`src/rtl/dmem_pkg.sv`:
```
// Shared types and constants for the data memory access stage.
package dmem_pkg;

    typedef enum logic [1:0] {
        IDLE = 2'd0,
        WAIT = 2'd1,
        DONE = 2'd2
    } dmem_state_t;

    localparam logic [3:0] BYTE_EN_WORD  = 4'hF;
    localparam logic [3:0] BYTE_EN_LANE0 = 4'h1;

    // Counter width able to hold values up to timeout_cycles.
    function automatic int timeout_cnt_w(input int timeout_cycles);
        return $clog2(timeout_cycles + 1);
    endfunction

endpackage

```
`src/rtl/dmem_lane_align.sv`:
```
// Byte-lane steering between the core's right-justified operands and the 32-bit bus.
module dmem_lane_align
    import dmem_pkg::*;
(
    input  logic [1:0]  lane_i,
    input  logic        access_byte_i,
    input  logic [31:0] store_data_i,
    input  logic [31:0] bus_rdata_i,
    output logic [3:0]  byte_en_o,
    output logic [31:0] wdata_o,
    output logic [31:0] load_data_o
);

    logic [7:0] rdata_byte;

    always_comb begin
        case (lane_i)
            2'd0:    rdata_byte = bus_rdata_i[7:0];
            2'd1:    rdata_byte = bus_rdata_i[15:8];
            2'd2:    rdata_byte = bus_rdata_i[23:16];
            default: rdata_byte = bus_rdata_i[31:24];
        endcase
    end

    always_comb begin
        byte_en_o   = BYTE_EN_WORD;
        wdata_o     = store_data_i;
        load_data_o = bus_rdata_i;
        if (access_byte_i) begin
            // Replicating the byte lets the bus ignore the lane when routing write data.
            byte_en_o   = BYTE_EN_LANE0 << lane_i;
            wdata_o     = {4{store_data_i[7:0]}};
            load_data_o = {24'b0, rdata_byte};
        end
    end

endmodule

```
`src/rtl/data_memory_access.sv`:
```
// Memory stage: issues one load/store at a time on the request/ack data bus and stalls until done.
module data_memory_access
    import dmem_pkg::*;
#(
    parameter int TIMEOUT_CYCLES = 255,
    parameter int ADDR_W         = 32
) (
    input  logic              clk,
    input  logic              rst,
    input  logic              mem_read,
    input  logic              mem_write,
    input  logic              access_byte,
    input  logic [ADDR_W-1:0] address,
    input  logic [31:0]       store_data,
    output logic [31:0]       memory_value,
    output logic              mem_stall,
    output logic              mem_error,
    output logic [ADDR_W-1:0] bus_addr,
    output logic [31:0]       bus_wdata,
    output logic [3:0]        bus_byte_en,
    output logic              bus_read,
    output logic              bus_write,
    input  logic [31:0]       bus_rdata,
    input  logic              bus_ack,
    output dmem_state_t       state_dbg
);

    localparam int TIMEOUT_CNT_W = timeout_cnt_w(TIMEOUT_CYCLES);
    localparam logic [TIMEOUT_CNT_W-1:0] TIMEOUT_LAST = TIMEOUT_CNT_W'(TIMEOUT_CYCLES - 1);

    dmem_state_t              state_q, state_d;
    logic [TIMEOUT_CNT_W-1:0] cnt_q, cnt_d;
    logic [ADDR_W-1:0]        bus_addr_q, bus_addr_d;
    logic [31:0]              bus_wdata_q, bus_wdata_d;
    logic [3:0]               bus_byte_en_q, bus_byte_en_d;
    logic                     bus_read_q, bus_read_d;
    logic                     bus_write_q, bus_write_d;
    logic [31:0]              mem_value_q, mem_value_d;
    logic                     error_q, error_d;
    logic [1:0]               lane_q, lane_d;
    logic                     byte_q, byte_d;

    logic        req;
    logic        req_bad;
    logic [1:0]  align_lane;
    logic        align_byte;
    logic [3:0]  align_byte_en;
    logic [31:0] align_wdata;
    logic [31:0] align_load;

    assign req     = mem_read | mem_write;
    assign req_bad = (mem_read & mem_write) | (~access_byte & (address[1:0] != 2'b00));

    // Request fields steer the lanes in IDLE; the captured lane steers read data in WAIT.
    assign align_lane = (state_q == IDLE) ? address[1:0] : lane_q;
    assign align_byte = (state_q == IDLE) ? access_byte  : byte_q;

    dmem_lane_align u_lane_align (
        .lane_i        (align_lane),
        .access_byte_i (align_byte),
        .store_data_i  (store_data),
        .bus_rdata_i   (bus_rdata),
        .byte_en_o     (align_byte_en),
        .wdata_o       (align_wdata),
        .load_data_o   (align_load)
    );

    always_ff @(posedge clk) begin
        if (rst) begin
            state_q       <= IDLE;
            cnt_q         <= '0;
            bus_addr_q    <= '0;
            bus_wdata_q   <= '0;
            bus_byte_en_q <= '0;
            bus_read_q    <= 1'b0;
            bus_write_q   <= 1'b0;
            mem_value_q   <= '0;
            error_q       <= 1'b0;
            lane_q        <= '0;
            byte_q        <= 1'b0;
        end else begin
            state_q       <= state_d;
            cnt_q         <= cnt_d;
            bus_addr_q    <= bus_addr_d;
            bus_wdata_q   <= bus_wdata_d;
            bus_byte_en_q <= bus_byte_en_d;
            bus_read_q    <= bus_read_d;
            bus_write_q   <= bus_write_d;
            mem_value_q   <= mem_value_d;
            error_q       <= error_d;
            lane_q        <= lane_d;
            byte_q        <= byte_d;
        end
    end

    always_comb begin
        state_d       = state_q;
        cnt_d         = cnt_q;
        bus_addr_d    = bus_addr_q;
        bus_wdata_d   = bus_wdata_q;
        bus_byte_en_d = bus_byte_en_q;
        bus_read_d    = bus_read_q;
        bus_write_d   = bus_write_q;
        mem_value_d   = mem_value_q;
        error_d       = 1'b0;
        lane_d        = lane_q;
        byte_d        = byte_q;

        case (state_q)
            IDLE: begin
                if (req) begin
                    if (req_bad) begin
                        state_d = DONE;
                        error_d = 1'b1;
                    end else begin
                        state_d       = WAIT;
                        cnt_d         = '0;
                        bus_addr_d    = {address[ADDR_W-1:2], 2'b00};
                        bus_wdata_d   = align_wdata;
                        bus_byte_en_d = align_byte_en;
                        bus_read_d    = mem_read;
                        bus_write_d   = mem_write;
                        lane_d        = address[1:0];
                        byte_d        = access_byte;
                    end
                end
            end
            WAIT: begin
                // Ack is tested before expiry so a last-cycle ack still completes cleanly.
                if (bus_ack) begin
                    state_d     = DONE;
                    cnt_d       = '0;
                    bus_read_d  = 1'b0;
                    bus_write_d = 1'b0;
                    if (bus_read_q) begin
                        mem_value_d = align_load;
                    end
                end else if (cnt_q == TIMEOUT_LAST) begin
                    state_d     = DONE;
                    cnt_d       = '0;
                    bus_read_d  = 1'b0;
                    bus_write_d = 1'b0;
                    mem_value_d = '0;
                    error_d     = 1'b1;
                end else begin
                    cnt_d = cnt_q + TIMEOUT_CNT_W'(1);
                end
            end
            DONE: begin
                state_d = IDLE;
            end
            default: begin
                state_d = IDLE;
            end
        endcase
    end

    assign mem_stall    = ~rst & (((state_q == IDLE) & req) | (state_q == WAIT));
    assign mem_error    = error_q;
    assign memory_value = mem_value_q;
    assign bus_addr     = bus_addr_q;
    assign bus_wdata    = bus_wdata_q;
    assign bus_byte_en  = bus_byte_en_q;
    assign bus_read     = bus_read_q;
    assign bus_write    = bus_write_q;
    assign state_dbg    = state_q;

endmodule

```
`config.mk`:
```
export PLATFORM = sky130hd
export DESIGN_NAME = data_memory_access
export DESIGN_NICKNAME = d
export VERILOG_FILES = /design/src/rtl/dmem_pkg.sv /design/src/rtl/dmem_lane_align.sv /design/src/rtl/data_memory_access.sv
export SDC_FILE = /design/constraint.sdc
export NUM_CORES = 1
export LEC_CHECK = 0
export CAP_MARGIN = 10
export CORE_ASPECT_RATIO = 0.7
export CORE_UTILIZATION = 45
export CTS_BUF_LIST = sky130_fd_sc_hd__clkbuf_2 sky130_fd_sc_hd__clkbuf_4 sky130_fd_sc_hd__clkbuf_8
export DETAILED_ROUTE_END_ITERATION = 16
export PLACE_DENSITY = 0.83
export SKIP_LAST_GASP = 1
export SYNTH_ARGS = -nofsm -noshare
export SYNTH_HDL_FRONTEND = slang
export SYNTH_SLANG_ARGS = --single-unit
```
`constraint.sdc`:
```
create_clock -name clk -period 2 [get_ports clk]
set_input_delay 0.6 -clock clk [delete_from_list [all_inputs] [get_ports clk]]
set_output_delay 0.6 -clock clk [all_outputs]
set_load 0.005 [all_outputs]
```
==> summary.txt <==
Global routing
  – Initial antenna violation count: 0
  – Largest net degree at the start of global routing: 74
  – First-pass GRT wire length: about 26000 um
  – Remaining global-route overflow: 0
  – GR Util All Layers: 28.49%
  – Vias in the first global route: between 5000 and 6000

Finish
  – N_diodes: 0
  – Final core occ: just over 70%
  – Area Overhead vs Synth: 54.77%
  – Final nets: about 900
  – Finished layout cell area: around 0.0079 mm^2
  – Layout cell share with drive strength beyond 1: around an eighth
  – Final std cells w/o fill: 967

Placement
  – Hpwl dp: 12080 um
  – Cell Area, Placed: about 0.0074 mm^2
  – DP Cell Count: approximately 940
  – Routability-driven placement congestion ratio: just under 0.9
  – Port Buffer Count: around 210

Floorplan
  – Ports: 208
  – Die area: between 0.01 and 0.015 mm^2
  – Core ar.: ~0.011 mm^2
  – Row cnt: 32
  – Initial core utilization: between 40% and 50%
  – Die Y: roughly 90 um
  – Die X: ~130 um

Synth
  – Fraction of the mapped netlist area in compound gates: 24.54%
  – Cells after synthesis: around 590
  – Syn_area_per_cell: slightly below 9 um^2
  – Top-area cell type share of the netlist area: 44.76%
  – Sequential share of the synthesized area: between 40 and 50%
  – Area share of fa/ha/maj cells after synthesis: 0.4908%
  – Primary FF master, synth: dfxtp_1
  – Synthesized flop and latch total: ~110
  – Yosys warnings: 0
  – Syn Std Cell Area: 0.005099 mm^2
  – Post-synthesis cell type count: just over 50
  – Ys async rst share: 0%
  – Mux contribution to synthesized area: ~5.2%
  – Post-synth EDFFs: 0
  – Main combinational cell family by area after synthesis: compound AO/OA/AOI/OAI gates
  – Post-Synth XOR/XNOR Area: less than 1%
  – Post-Synth Simple-Gate Area: 19.61%
  – Post-synth top area cell: dfxtp_1
  – Synth area leaders: dfxtp_1 45%, nand2_1 8.4%, a21oi_1 5.7%, mux2i_1 4.9%, a211oi_2 4.7%

Hold path
  – Worst hold path type: flop to flop
  – HP Start: bus_addr[11]

Setup path
  – Worst-path fanout max: 2
  – Crit end category: output pin
  – Worst path max stage delay: between 0.2 and 0.3 ns
  – Critical Path Source Type: input pin
  – Crit path top cell by count: dlygate4sd2_1
  – CP arrival: 1.36 ns
  – Data required, critical path: between 1 and 1.5 ns
  – Worst setup startpoint: mem_write
  – Critical path cell sequence: dlygate4sd2_1 -> o31a_1 -> dlygate4sd2_1
  – Slowest CP cell: o31a_1
  – Crit Path Class: input pin to output pin
  – FF-to-FF Start: cnt_q[0]

STA
  – Max Clock Skew: about 0.011 ns
  – Max Clock Freq: a little over 500 MHz
  – Setup TNS: 0 ns
  – Min Hold Slack: about 0.46 ns
  – Final period util: between 90% and 100%
  – Worst-Margin Slew: about 0.86 ns
  – Max-slew violations: 0
  – RSZ-0062 raised after global routing: no
  – Max_slew headroom: 42.67%
  – Final Setup Violations: 0
  – Final hold violations: 0
  – Min Tclk post-route: 1.964 ns

Route
  – Routed vias: about 5200
  – Post-DR vias/cell: ~5.4
  – DRT iter0 DRCs: 272
  – Post-route antenna net violation count: 0
  – DR WL/cell: about 17 um
  – Drt pass-1 iters: 6
  – Drt total wl: 16590 um
  – # DRC: 0

Run status
  – Status: finished clean

Clocking
  – Reg clk slew, reported paths: about 0.060 ns
  – Setup Fix Bufs, Post-CTS: 0
  – Clock sink count: 114
  – CTS tree: done
  – Hold Buf Count CTS: 0
  – Clock latency on the worst-skew pair: about 0.43 ns
  – Cts repair resizes: 4
  – Root Driver: clkbuf_8
  – Htree depth: 4
  – Inserted Clock Buffers: 17
  – CTS Buffer Depth: 2

Run
  – Max-cap violation count: 0

Power
  – Pwr per Cell Area: roughly 770 mW/mm^2
  – LEAKAGE: roughly 2.9 nW
  – Worst vdd ir: a little under 0.8 mV
-- logic make-up after synthesis --
family	count (synthesis)
simple gates	211
compound gates	182
flops	114
buf+inv	48
mux	26
fa+ha+maj	2
other cells	1
xor+xnor	1
-- cell type report --
class	instances	area, um^2
Clock buffer	21	282.8
Clock inverter	10	132.6
Fill cell	787	3119
Inverter	5	18.77
Multi-Input combinational cell	424	2591
Sequential cell	114	2283
Tap cell	153	191.4
Timing Repair Buffer	240	2391
-- cell usage after synthesis (all sizes together), types with 6 or more instances --
| cell | instances |
|---|---|
| nor2b | 16 |
| a22oi | 9 |
| o21ai | 53 |
| dfxtp | 114 |
| buf | 22 |
| nand2b | 6 |
| nand2 | 115 |
| clkbuf | 21 |
| nand3 | 7 |
| mux2i | 25 |
| nor2 | 41 |
| a211oi | 37 |
| o221ai | 8 |
| a21oi | 58 |
| and3 | 11 |
-- through the flow --
stage                     total power [mW]  setup slack (ns)
after global routing                 6.368        0.00007472
after detailed placement             3.865           -0.3932
after floorplan                      3.164            0.1021
after global placement               3.827           -0.3459
final                                6.108           0.03643
after CTS                            6.126           0.03056
-- cells in the final DEF (no fill, tap or decap), drive strengths merged, types with 3 or more instances in the layout --
| master | count |
|---|---|
| a21oi | 58 |
| nor2b | 16 |
| nand2 | 115 |
| o21ai | 53 |
| clkinvlp | 3 |
| and4 | 3 |
| nor2 | 41 |
| dfxtp | 114 |
| or3b | 3 |
| clkinv | 4 |
| a31oi | 4 |
| mux2i | 25 |
| inv | 5 |
| clkbuf | 21 |
| a22oi | 9 |
| and3 | 11 |
| buf | 36 |
| clkdlybuf4s50 | 200 |
| nand2b | 6 |
| a311oi | 5 |
| o221ai | 8 |
| bufinv | 3 |
| nor3 | 3 |
| nand3 | 7 |
| a211oi | 37 |
-- final timing paths --
| kind | endpoint | slack (ns) | depth (start not counted) |
|---|---|---|---|
| setup / recovery | mem_stall | 0.04 | 3 |
| hold / removal | bus_addr[11] | 0.46 | 2 |
| setup reg to reg | cnt_q[4] | 0.10 | 7 |
| hold reg to reg | bus_addr[11] | 0.46 | 2 |
-- power by group --
group	total, mW	switching [mW]	internal [mW]	leakage (nW)
sequential	2.49	0.0814	2.41	0.929
clock	2.27	0.945	1.33	0.207
combinational	1.34	0.634	0.708	1.76
-- critical path, delay by kind of cell --
family | cells | cell delay [ns]
buf+inv | 2 | 0.50
compound gates | 1 | 0.26
-- flip-flops by register name (all words and copies together) (netlist names), 2 cells and up --
signal,flops
memory_value,32
bus_byte_en,4
bus_addr,30
bus_wdata,32
lane_q,2
state_dbg,2
cnt_q,8
-- per-layer routing --
metal  up-vias  global-route usage [%]  routed length (um)
met5         -                       0                   0
met4         0                   11.27                 414
met3        42                   12.20                1922
met2       247                   45.21                7650
met1      2440                   33.71                6598
li1       2501                       -                   -
Note: power is estimated with default switching activity, not from simulation.
